`src/rtl/reg_trigger_qualifier_pkg.sv`:
```
// reg_trigger_qualifier_pkg: shared state encoding, register map and helpers
// Revision: 1.0
`default_nettype none

package reg_trigger_qualifier_pkg;

  typedef enum logic [2:0] {
    ST_IDLE     = 3'd0,
    ST_ARMED    = 3'd1,
    ST_COUNTING = 3'd2,
    ST_FIRE     = 3'd3,
    ST_HOLDOFF  = 3'd4
  } qual_state_t;

  localparam logic [5:0]  DEFAULT_ADDR   = 6'd54;
  localparam logic [15:0] REG_LEN        = 16'd9;

  localparam logic [15:0] OFF_CTRL       = 16'd0;
  localparam logic [15:0] OFF_THRESH     = 16'd1;
  localparam logic [15:0] OFF_WINDOW_LO  = 16'd2;
  localparam logic [15:0] OFF_WINDOW_HI  = 16'd3;
  localparam logic [15:0] OFF_HOLDOFF_LO = 16'd4;
  localparam logic [15:0] OFF_HOLDOFF_HI = 16'd5;
  localparam logic [15:0] OFF_PULSE      = 16'd6;
  localparam logic [15:0] OFF_FIRECNT_LO = 16'd7;
  localparam logic [15:0] OFF_FIRECNT_HI = 16'd8;

  function automatic logic [7:0] at_least_one(input logic [7:0] v);
    return (v == 8'd0) ? 8'd1 : v;
  endfunction

endpackage

`default_nettype wire

```
`src/rtl/reg_trigger_qualifier_fsm.sv`:
```
// trig_qual_fsm: edge detector, qualification FSM and window/holdoff/pulse counters
// Revision: 1.0
`default_nettype none

module trig_qual_fsm
  import reg_trigger_qualifier_pkg::*;
(
  input  logic        clk,
  input  logic        reset_n,
  input  logic        enable,
  input  logic [7:0]  threshold,
  input  logic [15:0] window,
  input  logic [15:0] holdoff,
  input  logic [7:0]  pulse_width,
  input  logic        trig_i,
  output logic        trig_o,
  output logic        fire_start
);

  qual_state_t state, state_next;
  logic        trig_q;
  logic [7:0]  match_cnt, match_cnt_next;
  logic [15:0] win_cnt, win_cnt_next;
  logic [15:0] hold_cnt, hold_cnt_next;
  logic [7:0]  pulse_cnt, pulse_cnt_next;
  logic        trig_edge;
  logic [7:0]  thr_eff;
  logic [7:0]  pw_eff;
  logic [7:0]  match_inc;
  logic        win_expire;

  assign trig_edge = trig_i & ~trig_q;
  assign thr_eff   = at_least_one(threshold);
  assign pw_eff    = at_least_one(pulse_width);
  assign match_inc = (trig_edge && match_cnt != 8'hFF) ? match_cnt + 8'd1 : match_cnt;
  // win_cnt counts cycles since the first edge; the last in-window cycle is window-1
  assign win_expire = (window != 16'd0) && (({1'b0, win_cnt} + 17'd1) >= {1'b0, window});

  assign trig_o     = (state == ST_FIRE);
  assign fire_start = (state != ST_FIRE) && (state_next == ST_FIRE);

  always_ff @(posedge clk) begin
    if (!reset_n) begin
      state     <= ST_IDLE;
      trig_q    <= 1'b0;
      match_cnt <= 8'd0;
      win_cnt   <= 16'd0;
      hold_cnt  <= 16'd0;
      pulse_cnt <= 8'd0;
    end else begin
      state     <= state_next;
      trig_q    <= trig_i;
      match_cnt <= match_cnt_next;
      win_cnt   <= win_cnt_next;
      hold_cnt  <= hold_cnt_next;
      pulse_cnt <= pulse_cnt_next;
    end
  end

  always_comb begin
    state_next     = state;
    match_cnt_next = match_cnt;
    win_cnt_next   = win_cnt;
    hold_cnt_next  = hold_cnt;
    pulse_cnt_next = pulse_cnt;
    if (!enable) begin
      state_next     = ST_IDLE;
      match_cnt_next = 8'd0;
      win_cnt_next   = 16'd0;
      hold_cnt_next  = 16'd0;
      pulse_cnt_next = 8'd0;
    end else begin
      case (state)
        ST_IDLE: state_next = ST_ARMED;
        ST_ARMED: begin
          if (trig_edge) begin
            if (thr_eff <= 8'd1) begin
              state_next     = ST_FIRE;
              pulse_cnt_next = 8'd1;
            end else begin
              state_next     = ST_COUNTING;
              match_cnt_next = 8'd1;
              win_cnt_next   = 16'd1;
            end
          end
        end
        ST_COUNTING: begin
          match_cnt_next = match_inc;
          if (win_cnt != 16'hFFFF) win_cnt_next = win_cnt + 16'd1;
          // an edge in the expiry cycle still gets its chance to qualify
          if (match_inc >= thr_eff) begin
            state_next     = ST_FIRE;
            pulse_cnt_next = 8'd1;
            match_cnt_next = 8'd0;
            win_cnt_next   = 16'd0;
          end else if (win_expire) begin
            state_next     = ST_ARMED;
            match_cnt_next = 8'd0;
            win_cnt_next   = 16'd0;
          end
        end
        ST_FIRE: begin
          if (pulse_cnt >= pw_eff) begin
            pulse_cnt_next = 8'd0;
            if (holdoff == 16'd0) begin
              state_next = ST_ARMED;
            end else begin
              state_next    = ST_HOLDOFF;
              hold_cnt_next = 16'd1;
            end
          end else begin
            pulse_cnt_next = pulse_cnt + 8'd1;
          end
        end
        ST_HOLDOFF: begin
          if (hold_cnt >= holdoff) begin
            state_next    = ST_ARMED;
            hold_cnt_next = 16'd0;
          end else begin
            hold_cnt_next = hold_cnt + 16'd1;
          end
        end
        default: state_next = ST_IDLE;
      endcase
    end
  end

endmodule

`default_nettype wire

```
`src/rtl/reg_trigger_qualifier.sv`:
```
// reg_trigger_qualifier: register-bus wrapper around the SAD trigger qualifier FSM
// Revision: 1.0
`default_nettype none

module reg_trigger_qualifier
  import reg_trigger_qualifier_pkg::*;
#(
  parameter logic [5:0] ADDR = DEFAULT_ADDR
) (
  input  logic        clk,
  input  logic        reset_n,
  input  logic [5:0]  reg_address,
  input  logic [15:0] reg_bytecnt,
  input  logic [7:0]  reg_datai,
  output logic [7:0]  reg_datao,
  input  logic        reg_read,
  input  logic        reg_write,
  input  logic        reg_addrvalid,
  input  logic [5:0]  reg_hypaddress,
  output logic [15:0] reg_hyplen,
  input  logic        trig_i,
  output logic        trig_o
);

  logic        enable;
  logic [7:0]  threshold;
  logic [15:0] window;
  logic [15:0] holdoff;
  logic [7:0]  pulse_width;
  logic [15:0] fire_count;
  logic        addressed;
  logic        wr_en;
  logic        clear_count;
  logic        fire_start;
  logic [7:0]  read_byte;

  assign addressed   = (reg_address == ADDR);
  assign wr_en       = reg_write & reg_addrvalid & addressed;
  assign clear_count = wr_en && (reg_bytecnt == OFF_CTRL) && reg_datai[1];
  assign reg_hyplen  = (reg_hypaddress == ADDR) ? REG_LEN : 16'd0;

  always_ff @(posedge clk) begin
    if (!reset_n) begin
      enable      <= 1'b0;
      threshold   <= 8'd1;
      window      <= 16'd0;
      holdoff     <= 16'd0;
      pulse_width <= 8'd1;
      fire_count  <= 16'd0;
    end else begin
      if (wr_en) begin
        case (reg_bytecnt)
          OFF_CTRL:       enable         <= reg_datai[0];
          OFF_THRESH:     threshold      <= reg_datai;
          OFF_WINDOW_LO:  window[7:0]    <= reg_datai;
          OFF_WINDOW_HI:  window[15:8]   <= reg_datai;
          OFF_HOLDOFF_LO: holdoff[7:0]   <= reg_datai;
          OFF_HOLDOFF_HI: holdoff[15:8]  <= reg_datai;
          OFF_PULSE:      pulse_width    <= reg_datai;
          default: ;
        endcase
      end
      // a clear issued in the same cycle as a fire wins
      if (clear_count)
        fire_count <= 16'd0;
      else if (fire_start && fire_count != 16'hFFFF)
        fire_count <= fire_count + 16'd1;
    end
  end

  always_comb begin
    read_byte = 8'd0;
    case (reg_bytecnt)
      OFF_CTRL:       read_byte = {7'd0, enable};
      OFF_THRESH:     read_byte = threshold;
      OFF_WINDOW_LO:  read_byte = window[7:0];
      OFF_WINDOW_HI:  read_byte = window[15:8];
      OFF_HOLDOFF_LO: read_byte = holdoff[7:0];
      OFF_HOLDOFF_HI: read_byte = holdoff[15:8];
      OFF_PULSE:      read_byte = pulse_width;
      OFF_FIRECNT_LO: read_byte = fire_count[7:0];
      OFF_FIRECNT_HI: read_byte = fire_count[15:8];
      default:        read_byte = 8'd0;
    endcase
  end

  assign reg_datao = (addressed && reg_read) ? read_byte : 8'd0;

  trig_qual_fsm u_fsm (
    .clk         (clk),
    .reset_n     (reset_n),
    .enable      (enable),
    .threshold   (threshold),
    .window      (window),
    .holdoff     (holdoff),
    .pulse_width (pulse_width),
    .trig_i      (trig_i),
    .trig_o      (trig_o),
    .fire_start  (fire_start)
  );

endmodule

`default_nettype wire

```
`config.mk`:
```
export PLATFORM = sky130hd
export DESIGN_NAME = reg_trigger_qualifier
export DESIGN_NICKNAME = d
export VERILOG_FILES = /design/src/rtl/reg_trigger_qualifier_pkg.sv /design/src/rtl/reg_trigger_qualifier_fsm.sv /design/src/rtl/reg_trigger_qualifier.sv
export SDC_FILE = /design/constraint.sdc
export NUM_CORES = 1
export LEC_CHECK = 0
export BUFFER_PORTS_ARGS = -buffer_cell sky130_fd_sc_hd__buf_2
export CORE_ASPECT_RATIO = 0.7
export CORE_UTILIZATION = 40
export DETAILED_ROUTE_END_ITERATION = 6
export SKIP_CTS_REPAIR_TIMING = 1
export SKIP_LAST_GASP = 1
export SLEW_MARGIN = 20
export SYNTH_ARGS = -nofsm -noshare
export SYNTH_HDL_FRONTEND = slang
export SYNTH_SLANG_ARGS = --single-unit
```
`constraint.sdc`:
```
create_clock -name clk -period 4.6 [get_ports clk]
set_input_delay 0 -clock clk [delete_from_list [all_inputs] [get_ports clk]]
set_output_delay 0 -clock clk [all_outputs]
set_load 0.02 [all_outputs]
```
After elaboration in Yosys (flattened, before gate mapping)
Cells that the tools add are included.
Operators by class
  $add $sub $neg: 6
  order comparisons: 5
  equal/unequal tests: 26
  multiplexer cells: 35
  bitwise logic cells: 5
  reduce and logical (&&, ||, !) cells: 29
Operator list (number)
  16-bit two-way mux: 8
  8-bit two-way mux: 12
  8-bit case mux with 9 select lines: 1
  16-bit by 3-bit equality test with 1-bit output (second input constant): 4
  16-bit case mux with 2 select lines: 2
  16-bit by 1-bit adder with 16-bit output (second input constant): 3
  16-bit by 2-bit equality test with 1-bit output (second input constant): 2
  16-bit zero test: 2
  16-bit inequality test (second input constant): 2
  8-bit case mux with 3 select lines: 1
  3-bit two-way mux: 7
  16-bit by 1-bit adder with 17-bit output (second input constant): 1
  17-bit by 16-bit >= comparator with 1-bit output: 1
  8-bit by 1-bit adder with 8-bit output (second input constant): 2
  16-bit by 1-bit equality test with 1-bit output (second input constant): 1
  16-bit by 4-bit equality test with 1-bit output (second input constant): 1
  16-bit >= comparator: 1
  8-bit >= comparator: 2
  8-bit zero test: 2
  8-bit case mux with 2 select lines: 1
  2-bit AND reduction: 8
  16-bit nonzero test: 1
  3-bit case mux with 5 select lines: 1
  6-bit equality test (second input constant): 2
  other kinds (20): 38
Storage, ports and cells
  flip-flop bits (word level): 117
  input port bits: 42
  output and inout port bits: 25

Depth between registers and ports, before layout
Gate-level depths: netlist (run 1).
  depth after elaboration: 11
  mapped depth: 19
  mapped depth without buffers: 16

Hierarchy
Synthesis (run 1) repeated with hierarchy kept, for this count alone.
Second synthesis, totals
  cells, all modules: 934
  area, all modules: 7589.8 µm²
Modules (own cells, without submodules)
  trig_qual_fsm: instances 1, cells an instance 551, area an instance 4191.5 µm², seq. area each 1041.0 µm²
  reg_trigger_qualifier: instances 1, cells an instance 383, area an instance 3398.3 µm², seq. area each 1301.2 µm²

Least setup slack after synthesis (run 1)
No wires, ideal clock.
  path type: reg-to-reg
  start point: register u_fsm.match_cnt[0]
  end point: register u_fsm.win_cnt[11]
  arrival time: 3.642 ns
  required time: 4.514 ns
  path slack: 0.873 ns
  cell stages (with the launch flop): 17
  clock period less this slack: 3.727 ns
  path through: dfxtp_1 > ha_1 > and3_1 > and3_1 > a31oi_1 > and3_1 > nand4_1 > xnor2_1 > ha_1 > or3_1 > o21ai_0 > o21ai_2 > buf_2 > o31ai_1 > buf_2 > a21oi_1 > a211oi_1
Between the ends
  word-level cells in the longest chain between the ends: 6
  elaborated cells between the ends (all ways): 9
  classes of those cells: add/sub (1); order compare (1); eq/ne (2); mux (3); reduce/logical (2)
Ends and longest elaborated chain
  from (decl): line reg_trigger_qualifier_fsm.sv:22  | logic [7:0] match_cnt, match_cnt_next;
  from (signal assigned): line reg_trigger_qualifier_fsm.sv:53  | match_cnt <= match_cnt_next;
  parallel branches: the longest is 2 deep, another holds 8-bit by 1-bit adder with 8-bit output
  8-bit two-way mux *: line reg_trigger_qualifier_fsm.sv:35  | assign match_inc = (trig_edge && match_cnt != 8'hFF) ? match_cnt + 8'd1 : match_cnt;
  8-bit >= comparator *: line reg_trigger_qualifier_fsm.sv:91  | if (match_inc >= thr_eff) begin
  4-bit by 1-bit inequality test with 1-bit output (no source line) / 16-bit two-way mux (equally long branches)
  4-bit AND reduction (no source line) / 16-bit case mux with 2 select lines (equally long branches)
  to (signal assigned): line reg_trigger_qualifier_fsm.sv:54  | win_cnt <= win_cnt_next;
  to (decl): line reg_trigger_qualifier_fsm.sv:23  | logic [15:0] win_cnt, win_cnt_next;
Every way passes the cells marked *.
A chain may end at the register's enable or synchronous reset.

Worst setup path after layout (run 1)
  start point: register u_fsm.win_cnt[0]
  end point: register fire_count[10]
Between the ends
  word-level cells in the longest chain between the ends: 10
Ends and longest elaborated chain
  16-bit by 1-bit adder with 17-bit output: line reg_trigger_qualifier_fsm.sv:37  | assign win_expire = (window != 16'd0) && (({1'b0, win_cnt} + 17'd1) >= {1'b0, window});
  17-bit by 16-bit >= comparator with 1-bit output: line reg_trigger_qualifier_fsm.sv:37
  1-bit logical AND: line reg_trigger_qualifier_fsm.sv:37
  3-bit two-way mux: line reg_trigger_qualifier_fsm.sv:96  | end else if (win_expire) begin
  3-bit two-way mux: line reg_trigger_qualifier_fsm.sv:91
  3-bit case mux with 5 select lines: line reg_trigger_qualifier_fsm.sv:73  | case (state)
  3-bit two-way mux: line reg_trigger_qualifier_fsm.sv:66  | if (!enable) begin
  3-bit by 2-bit equality test with 1-bit output: line reg_trigger_qualifier_fsm.sv:40  | assign fire_start = (state != ST_FIRE) && (state_next == ST_FIRE);
  1-bit logical AND: line reg_trigger_qualifier_fsm.sv:40
  1-bit logical AND: line reg_trigger_qualifier.sv:66  | else if (fire_start && fire_count != 16'hFFFF)
  to (signal assigned): line reg_trigger_qualifier.sv:67  | fire_count <= fire_count + 16'd1;
  to (decl): line reg_trigger_qualifier.sv:30  | logic [15:0] fire_count;
No other way between the ends.

==> run summary, run 1 <==
outcome: finished clean
root buf cell: clkbuf_16
first-pass GRT wire length: 34.5 mm
core area: 17500 um2
Global Route met1 Usage: 0.353
layer with the highest usage: met1
global route overflow: 0
# diodes: 0
fillcell total: 1721
WP buf/inv: 1
Die Area: 18700 um2
final number of max-transition violations: 0
Mapped Area: 7280 um2
crit-path cells: ha_1 > and3_2 > and2_1 > nand3_1 > nor2_1 > xor2_1 > ha_1 > a21o_1 > a21oi_1 > o31ai_2 > and4b_4 > o21a_1 > nor2_1 > buf_4 > or4_1 > a21oi_1
Reg clk slew, reported paths: 0.06 ns
clock buffer depth: 2
Post-DP HPWL: 16.3 mm
register area share after synthesis: 0.322
ys flop type: dfxtp_1
critical path's top delay family: simple AND/OR/NAND/NOR gates
Synth cell types: 68
Reg-to-Reg Start: u_fsm.win_cnt[0]$_SDFFE_PN0P_
Slew headroom: 0.330
Data required, critical path: 4.94 ns
CP peak stage delay: 0.52 ns
P&R area growth vs syn: 16.0%
CTS tree: yes
Fmax: 245 MHz
HP Class: input pin to register
Site Rows: 40
met2 Usage GRT: 0.333
Crit Path Class: register to register
RSZ-0062 raised after global routing: no
final hold violation count: 0
Power Density: 296 nW/um2
largest net degree at the start of global routing: 48
Area contributors post-synth: dfxtp_1, ha_1, a21oi_1
Final GP Congestion: 0.888
Clock Latency Late Sink: 0.42 ns
arrival time worst endpoint: 4.42 ns
number of CTS-inserted buffers: 17
Ports: 67
vias: 6907
die height: 115 um
All-Layer GR Usage: 0.240
Critical Path Start Type: register
drt total wl: 21.9 mm
Via density: 5.73
Synth Instances: 908
Layout Nets: 1057
crit share post-route: 0.887
Initial DRT Pass Iterations: 5
commonest non-fill, non-tap cell in the layout: dfxtp_1
vias in the first global route: 6269
clk_skew: 0.0138 ns
cell taking the most area after synthesis: dfxtp_1
Post-synth EDFFs: 0
drt wl/cell: 18.2 um
drt first-iter violations: 713
commonest non-fill, non-tap cells in the layout: dfxtp_1, nor2_1, nand2_1
final setup fails: 0
htree depth: 4
Die Span X: 163 um
Initial Utilization: 0.417
number of buffers added on ports: 52
CP startpoint: u_fsm.win_cnt[0]$_SDFFE_PN0P_
hold_ws: 0.0484 ns
Routed Antenna Nets: 0
Crit. End Element: register
clk sinks: 117
leakage: 3.04 nW
DR DRC count: 0
number of antenna violations at the first check in global routing: 0
slowest CP cell: or4_1
met3 Resource Use GR: 0.0776
Worst Path Max Fanout: 20
Hold Startpoint: reg_bytecnt[3]
synthesized area per cell: 8.01 um2
Synth Register Bits: 117
max-cap violation count: 0
Ys Warns: 0
layout cells sized above 1: 0.116
fin crit period: 4.08 ns
setup TNS: 0 ns
ys async rst share: 0
Worst Max-Slew Pin Slew: 0.997 ns
Yosys top cell area share: 0.322
Tot Pwr: 2.50 mW
maximum vdd drop: 0.000220 V
-- through the flow --
stage | cell area [um2] | instances | worst slack, ns | utilization
2_1_floorplan | 7330 | 921 | 0.873 | -
3_3_place_gp | 7690 | 1162 | 0.590 | 0.440
3_5_place_dp | 7690 | 1162 | 0.503 | 0.440
4_1_cts | 8310 | 1194 | 0.477 | 0.476
5_1_grt | 8440 | 1206 | 0.132 | 0.483
6_report | 8440 | 1206 | 0.519 | 0.483
-- power breakdown --
| group | internal (mW) | switching (mW) |
|---|---|---|
| combinational | 0.0282 | 0.0501 |
| clock | 0.865 | 0.542 |
| sequential | 1.01 | 0.0000827 |
| total | 1.91 | 0.592 |
-- area by class of cell --
class	instances	area, um2	share of cell area
repair buffers	77	478	0.0566
flip-flops and latches	117	2340	0.277
well taps	231	289	0.0342
multi-input cells	692	4500	0.533
clock inverters	15	193	0.0228
inverters	57	214	0.0253
clock buffers	17	425	0.0504
-- sequential cells by signal (all words and copies together), names as in the netlist --
register / cells
holdoff: 16
u_fsm.state: 3
threshold: 8
pulse_width: 8
enable: 1
fire_count: 16
window: 16
u_fsm.trig_q: 1
u_fsm.win_cnt: 16
u_fsm.hold_cnt: 16
u_fsm.match_cnt: 8
u_fsm.pulse_cnt: 8
-- final timing paths --
check | end | slack [ns] | cells past startpoint
max | fire_count[10]$_SDFFE_PP0P_ | 0.52 | 16
min | enable$_SDFFE_PN0P_ | 0.05 | 5
max reg2reg | fire_count[10]$_SDFFE_PP0P_ | 0.52 | 16
min reg2reg | holdoff[12]$_SDFFE_PN0P_ | 0.49 | 2
-- synthesized netlist by cell type, types with 8 or more instances --
library cell	n
o21ai_0	24
a211oi_1	8
or3_1	8
buf_4	15
xnor2_1	23
mux2i_1	29
a22oi_1	27
dfxtp_1	117
ha_1	53
a221oi_1	8
nor2_1	88
nand2b_1	12
clkbuf_1	30
and3_1	18
buf_2	9
o31ai_1	10
a31oi_1	11
and2_1	9
nor4_1	17
xor2_1	16
nor3_1	11
nand3_1	52
a22o_1	8
a21oi_1	67
nand2_1	79
inv_1	57
nand4_1	20
-- worst reg2reg max path: stages (launching register included) --
cell and delay, ns:
dfxtp_1 0.43, ha_1 0.26, and3_2 0.25, and2_1 0.25, nand3_1 0.20, nor2_1 0.17, xor2_1 0.22, ha_1 0.29
a21o_1 0.16, a21oi_1 0.18, o31ai_2 0.12, and4b_4 0.37, o21a_1 0.18, nor2_1 0.06, buf_4 0.21, or4_1 0.52
a21oi_1 0.15
-- cell families after synthesis --
logic type | count (synthesis) | synth area share
AND/OR/NAND/NOR | 350 | 0.241
AO/OA/AOI/OAI | 206 | 0.189
flip-flops | 117 | 0.322
buffers and inverters | 112 | 0.0681
adder cells (fa/ha/maj) | 53 | 0.0911
XOR/XNOR | 39 | 0.0469
multiplexers | 30 | 0.0414
other | 1 | 0.000515
-- per-layer routing --
layer,vias up,part of all wire
li1,3389,-
met1,3238,0.50
met2,257,0.40
met3,23,0.084
met4,0,0.011
met5,-,0
Note: power is estimated with default switching activity, not from simulation.
==> run 2, diff against run 1 <==
--- a/config.mk
+++ b/config.mk
@@ -5,6 +5,7 @@
 export SDC_FILE = /design/constraint.sdc
 export NUM_CORES = 1
 export LEC_CHECK = 0
+export ABC_AREA = 1
 export BUFFER_PORTS_ARGS = -buffer_cell sky130_fd_sc_hd__buf_2
 export CORE_ASPECT_RATIO = 0.7
 export CORE_UTILIZATION = 40
==> run 2 against run 1 <==
The run now ends with negative hold slack left; maximum frequency is 8.4% higher; via count rose by 4.5%; worst setup slack improved by 0.32 ns; power shrank 0.99%; critical path depth increased by 6; first-iteration DRC count fell by 14%; sequential cell count unchanged; register-to-register slack improved by 0.32 ns; clock power about the same; clock skew is 0.0058 ns lower; largest cell class unchanged.
==> run summary, run 2 <==
ys flop type: dfxtp_1
drt first-iter violations: 611
first-pass GRT wire length: 34.4 mm
drt total wl: 21.4 mm
Reg power frac: 0.410
vias: 7215
clk sinks: 117
outcome: complete, but fails checks
Data required, critical path: 4.96 ns
HP Class: input pin to register
Die Area: 19600 um2
setup TNS: 0 ns
arrival time worst endpoint: 4.12 ns
Mapped Area: 7610 um2
clock buffer depth: 2
Initial Utilization: 0.416
number of antenna violations at the first check in global routing: 0
commonest non-fill, non-tap cell in the layout: nand2_1
CTS tree: yes
clk_skew: 0.00797 ns
Worst Max-Slew Pin Slew: 0.945 ns
vias in the first global route: 6548
final number of max-transition violations: 0
Worst Path Max Fanout: 13
Fmax: 266 MHz
FF-to-FF setup slack: 0.84 ns
Hold EP: window[3]$_SDFFE_PN0P_
DR DRC count: 0
leakage: 3.58 nW
layout cells sized above 1: 0.119
fillcell total: 1886
Routed Antenna Nets: 0
Via density: 5.19
Reg clk slew, reported paths: 0.06 ns
core area: 18300 um2
die height: 117 um
Synth Instances: 1092
Crit Path Class: register to register
# diodes: 0
fin area: 8610 um2
Reg-to-Reg Start: u_fsm.win_cnt[0]$_SDFFE_PN0P_
failing checks: negative hold slack
top-count cell post-synth: nand2_1
Hold Startpoint: reg_datai[3]
Post-synth EDFFs: 0
largest net degree at the start of global routing: 52
Ports: 67
root buf cell: clkbuf_16
Critical Path Start Type: register
global route overflow: 0
WHS Path Cells: 3
Post-DP HPWL: 16.4 mm
Tot Pwr: 2.47 mW
RSZ-0062 raised after global routing: no
ys async rst share: 0
synthesized area per cell: 6.97 um2
RR Endpoint: fire_count[2]$_SDFFE_PP0P_
Layout Cells excl Fill: 1391
Ys Warns: 0
Area contributors post-synth: dfxtp_1, nand2_1, ha_1
Initial DRT Pass Iterations: 4
Clock power frac: 0.560
maximum vdd drop: 0.000241 V
number of CTS-inserted buffers: 17
hold_ws: -0.0237 ns
Synth Register Bits: 117
drt wl/cell: 15.4 um
cell taking the most area after synthesis: dfxtp_1
commonest non-fill, non-tap cells in the layout: nand2_1, inv_1, a21oi_1
Switch Pwr: 559 uW
All-Layer GR Usage: 0.223
crit share post-route: 0.818
most frequent cells after synthesis: nand2_1, inv_1, a21oi_1
Comb power frac: 0.030
Layout Nets: 1237
Slew headroom: 0.367
max-cap violation count: 0
P&R area growth vs syn: 13.2%
final hold violation count: 7
Synth cell types: 51
Worst R2R Path Depth: 22
fin crit period: 3.76 ns
number of buffers added on ports: 52
# placed instances: 1356
Crit. End Element: register
Die Span X: 167 um
internal cell power: 1.92 mW
Clock Latency Late Sink: 0.43 ns
switch share: 0.226
Post-Route Utilization: 0.470
htree depth: 4
Site Rows: 41
final setup fails: 0
Yosys top cell area share: 0.308
register area share after synthesis: 0.308
instance area at placement: 7970 um2
Final GP Congestion: 0.878
Power Density: 287 nW/um2
run 2: logic make-up (layout without fill, tap and decap cells):
kind of cell | Yosys count | count (layout) | synth area share
other | 1 | 14 | 0.000493
and+or+nand+nor | 441 | 441 | 0.279
buffers and inverters | 211 | 261 | 0.119
adders and majority gates | 53 | 53 | 0.0871
xor gates and xnor gates | 33 | 33 | 0.0380
DFF | 117 | 117 | 0.308
AOI/OAI and AO/OA | 236 | 236 | 0.168
run 2: worst max-delay path by stage:
stage                                                from                             end  slack [ns]  cells after the start
after floorplan           u_fsm.match_cnt[0]$_SDFFE_PN0P_  u_fsm.win_cnt[10]$_SDFFE_PN0P_        1.61                     21
after global placement      u_fsm.win_cnt[0]$_SDFFE_PN0P_      fire_count[2]$_SDFFE_PP0P_        0.97                     21
after detailed placement    u_fsm.win_cnt[0]$_SDFFE_PN0P_      fire_count[2]$_SDFFE_PP0P_        0.84                     21
after CTS                   u_fsm.win_cnt[0]$_SDFFE_PN0P_      fire_count[2]$_SDFFE_PP0P_        0.82                     21
after global routing        u_fsm.win_cnt[0]$_SDFFE_PN0P_      fire_count[2]$_SDFFE_PP0P_        0.37                     21
final                       u_fsm.win_cnt[0]$_SDFFE_PN0P_      fire_count[2]$_SDFFE_PP0P_        0.84                     22
run 2: worst max-delay path, cell delays in order, from the launching register on:
cell and delay, ns:
dfxtp_1 0.39, ha_1 0.20, nand2_1 0.07, nor2_2 0.24
nand3_1 0.17, nor3_1 0.20, xor2_1 0.22, ha_1 0.27
nand2_1 0.06, nand2_1 0.05, nand2_1 0.05, nand2_1 0.04
nand2_1 0.06, nand2_1 0.05, nor2_2 0.12, nand2_4 0.09
nand3_1 0.07, nand2_1 0.09, a21oi_2 0.56, nand3_2 0.36
nand2_1 0.13, nand2_1 0.06, nor2_1 0.11
run 2: final cells by class:
class	count	area, um2	area share
inverter	171	642	0.0745
sequential	117	2340	0.272
clock inverter	12	154	0.0179
timing repair buffer	58	313	0.0363
multi-input combinational	777	4410	0.512
clock buffer	20	457	0.0530
tap	236	295	0.0343
run 2: through the flow:
step / setup WS, ns / hold WS, ns
finish: 0.836 / -0.0237
global route: 0.365 / 0.00327
CTS: 0.825 / -0.252
detailed placement: 0.841 / 0.196
global placement: 0.970 / 0.196
floorplan: 1.61 / 0.0901
run 2: metal layers:
metal  vias up  share of wire  GRT usage
met2       223           0.39      0.307
met4         0          0.013     0.0602
met3        24          0.075     0.0540
met5         -              0          0
li1       3706              -          -
met1      3262           0.53      0.339
run 2: power groups by stage:
stage	Combinational, mW	Sequential, mW	Clock, mW
floorplan	0.0485	1.04	0
global placement	0.0718	1.04	0
detailed placement	0.0721	1.04	0
CTS	0.0721	1.01	1.40
global route	0.0821	1.01	1.44
finish	0.0745	1.01	1.39
==> run 3, diff against run 2 <==
--- a/config.mk
+++ b/config.mk
@@ -5,7 +5,7 @@
 export SDC_FILE = /design/constraint.sdc
 export NUM_CORES = 1
 export LEC_CHECK = 0
-export ABC_AREA = 1
+export ABC_AREA = 0
 export BUFFER_PORTS_ARGS = -buffer_cell sky130_fd_sc_hd__buf_2
 export CORE_ASPECT_RATIO = 0.7
 export CORE_UTILIZATION = 40
==> constraint.sdc (replaced) <==
create_clock -name clk -period 3.6 [get_ports clk]
set_input_delay 0 -clock clk [delete_from_list [all_inputs] [get_ports clk]]
set_output_delay 0 -clock clk [all_outputs]
set_load 0.02 [all_outputs]
==> run 3 against run 2 <==
Critical path depth down 6; the run now ends clean; die area is 4.3% lower; sequential cell count unchanged; maximum frequency up 5.8%; final cell count fell by 9.9%.
==> run summary, run 3 (same netlist as run 1, synthesis figures left out) <==
# diodes: 0
layout cells sized above 1: 0.197
Worst R2R Path Depth: 16
Post-Route Utilization: 0.521
Layout Cells excl Fill: 1253
Placement Setup Slack: -0.206 ns
global route overflow: 0
Power Density: 352 nW/um2
drt wl/cell: 18.2 um
Hold Startpoint: reg_bytecnt[3]
arrival time worst endpoint: 3.91 ns
crit-path cells: ha_4 > and3_4 > and2_4 > nand3_4 > buf_6 > xnor2_1 > ha_1 > nand4_1 > nor4_1 > nor3_1 > and4b_4 > o21ai_4 > a32oi_4 > buf_12 > or4_4 > a21oi_2
CP peak stage delay: 0.47 ns
Fmax: 281 MHz
leakage: 3.37 nW
crit share post-route: 0.988
WP buf/inv: 2
vias in the first global route: 6339
fin crit period: 3.56 ns
slowest CP cell: or4_4
final number of max-transition violations: 0
number of CTS-inserted buffers: 17
# placed instances: 1201
Worst Max-Slew Pin Slew: 0.800 ns
Initial DRT Pass Iterations: 5
outcome: finished clean
Data required, critical path: 3.96 ns
CTS tree: yes
final hold violation count: 0
die height: 115 um
commonest non-fill, non-tap cells in the layout: dfxtp_1, nor2_1, nand2_1
root buf cell: clkbuf_16
Die Span X: 163 um
Reg clk slew, reported paths: 0.06 ns
DR DRC count: 0
first-pass GRT wire length: 34.9 mm
WHS Path Cells: 5
FF-to-FF setup slack: 0.04 ns
drt first-iter violations: 562
Slew headroom: 0.461
RR Endpoint: fire_count[12]$_SDFFE_PP0P_
Tot Pwr: 3.20 mW
largest net degree at the start of global routing: 29
htree depth: 4
fin area: 9100 um2
number of antenna violations at the first check in global routing: 0
Worst Path Max Fanout: 7
Critical Path Start Type: register
Layout Nets: 1104
P&R area growth vs syn: 25.1%
clk sinks: 117
Clock Latency Late Sink: 0.43 ns
RSZ-0062 raised after global routing: yes
Site Rows: 40
drt total wl: 22.8 mm
maximum vdd drop: 0.000236 V
core area: 17500 um2
Initial Utilization: 0.417
Post-DP HPWL: 16.6 mm
setup TNS: 0 ns
Die Area: 18700 um2
Final GP Congestion: 0.887
final setup fails: 0
Crit. End Element: register
critical path's top delay family: simple AND/OR/NAND/NOR gates
Crit Path Class: register to register
Reg-to-Reg Start: u_fsm.win_cnt[0]$_SDFFE_PN0P_
HP Class: input pin to register
commonest non-fill, non-tap cell in the layout: dfxtp_1
instance area at placement: 8030 um2
All-Layer GR Usage: 0.243
min setup slack post-route: 0.0437 ns
clock buffer depth: 2
Routed Antenna Nets: 0
clk_skew: 0.00878 ns
Via density: 5.69
Hold EP: enable$_SDFFE_PN0P_
hold_ws: 0.0356 ns
vias: 7129
Ports: 67
max-cap violation count: 0
number of buffers added on ports: 52
==> run 3: worst max-delay path by stage <==
stage / end / depth (start not counted) / startpoint
3_3_place_gp: fire_count[6]$_SDFFE_PP0P_ / 15 / u_fsm.match_cnt[0]$_SDFFE_PN0P_
3_5_place_dp: fire_count[6]$_SDFFE_PP0P_ / 15 / u_fsm.match_cnt[0]$_SDFFE_PN0P_
4_1_cts: u_fsm.win_cnt[7]$_SDFFE_PN0P_ / 14 / u_fsm.match_cnt[0]$_SDFFE_PN0P_
2_1_floorplan: u_fsm.win_cnt[11]$_SDFFE_PN0P_ / 16 / u_fsm.match_cnt[0]$_SDFFE_PN0P_
6_report: fire_count[12]$_SDFFE_PP0P_ / 16 / u_fsm.win_cnt[0]$_SDFFE_PN0P_
5_1_grt: fire_count[12]$_SDFFE_PP0P_ / 15 / u_fsm.win_cnt[0]$_SDFFE_PN0P_
==> run 3: final cells by class <==
| cell class | count | area (um2) |
|---|---|---|
| sequential | 117 | 2350 |
| clock buffer | 19 | 443 |
| timing repair buffer | 124 | 911 |
| multi-input combinational | 692 | 4720 |
| tap | 231 | 289 |
| clock inverter | 13 | 171 |
| inverter | 57 | 214 |
| fill | 1647 | 8360 |
==> run 3: power by group <==
part / internal [mW] / switching, mW / leakage, nW
combinational: 0.0446 / 0.0704 / 2.13
sequential: 1.29 / 0.0000949 / 0.945
clock: 1.12 / 0.678 / 0.295
==> run 3: metal layers <==
| metal | wire length [um] | up-vias | track usage |
|---|---|---|---|
| met3 | 1900 | 27 | 0.0559 |
| met2 | 9060 | 252 | 0.327 |
| met5 | 0 | - | 0 |
| li1 | - | 3484 | - |
| met1 | 11500 | 3366 | 0.373 |
| met4 | 301 | 0 | 0.0723 |
==> run 3: worst min-delay path: cells and delay by family <==
family | cells | cell delay, ns
and+or+nand+nor | 3 | 0.24
buffers and inverters | 1 | 0.11
muxes | 1 | 0.07
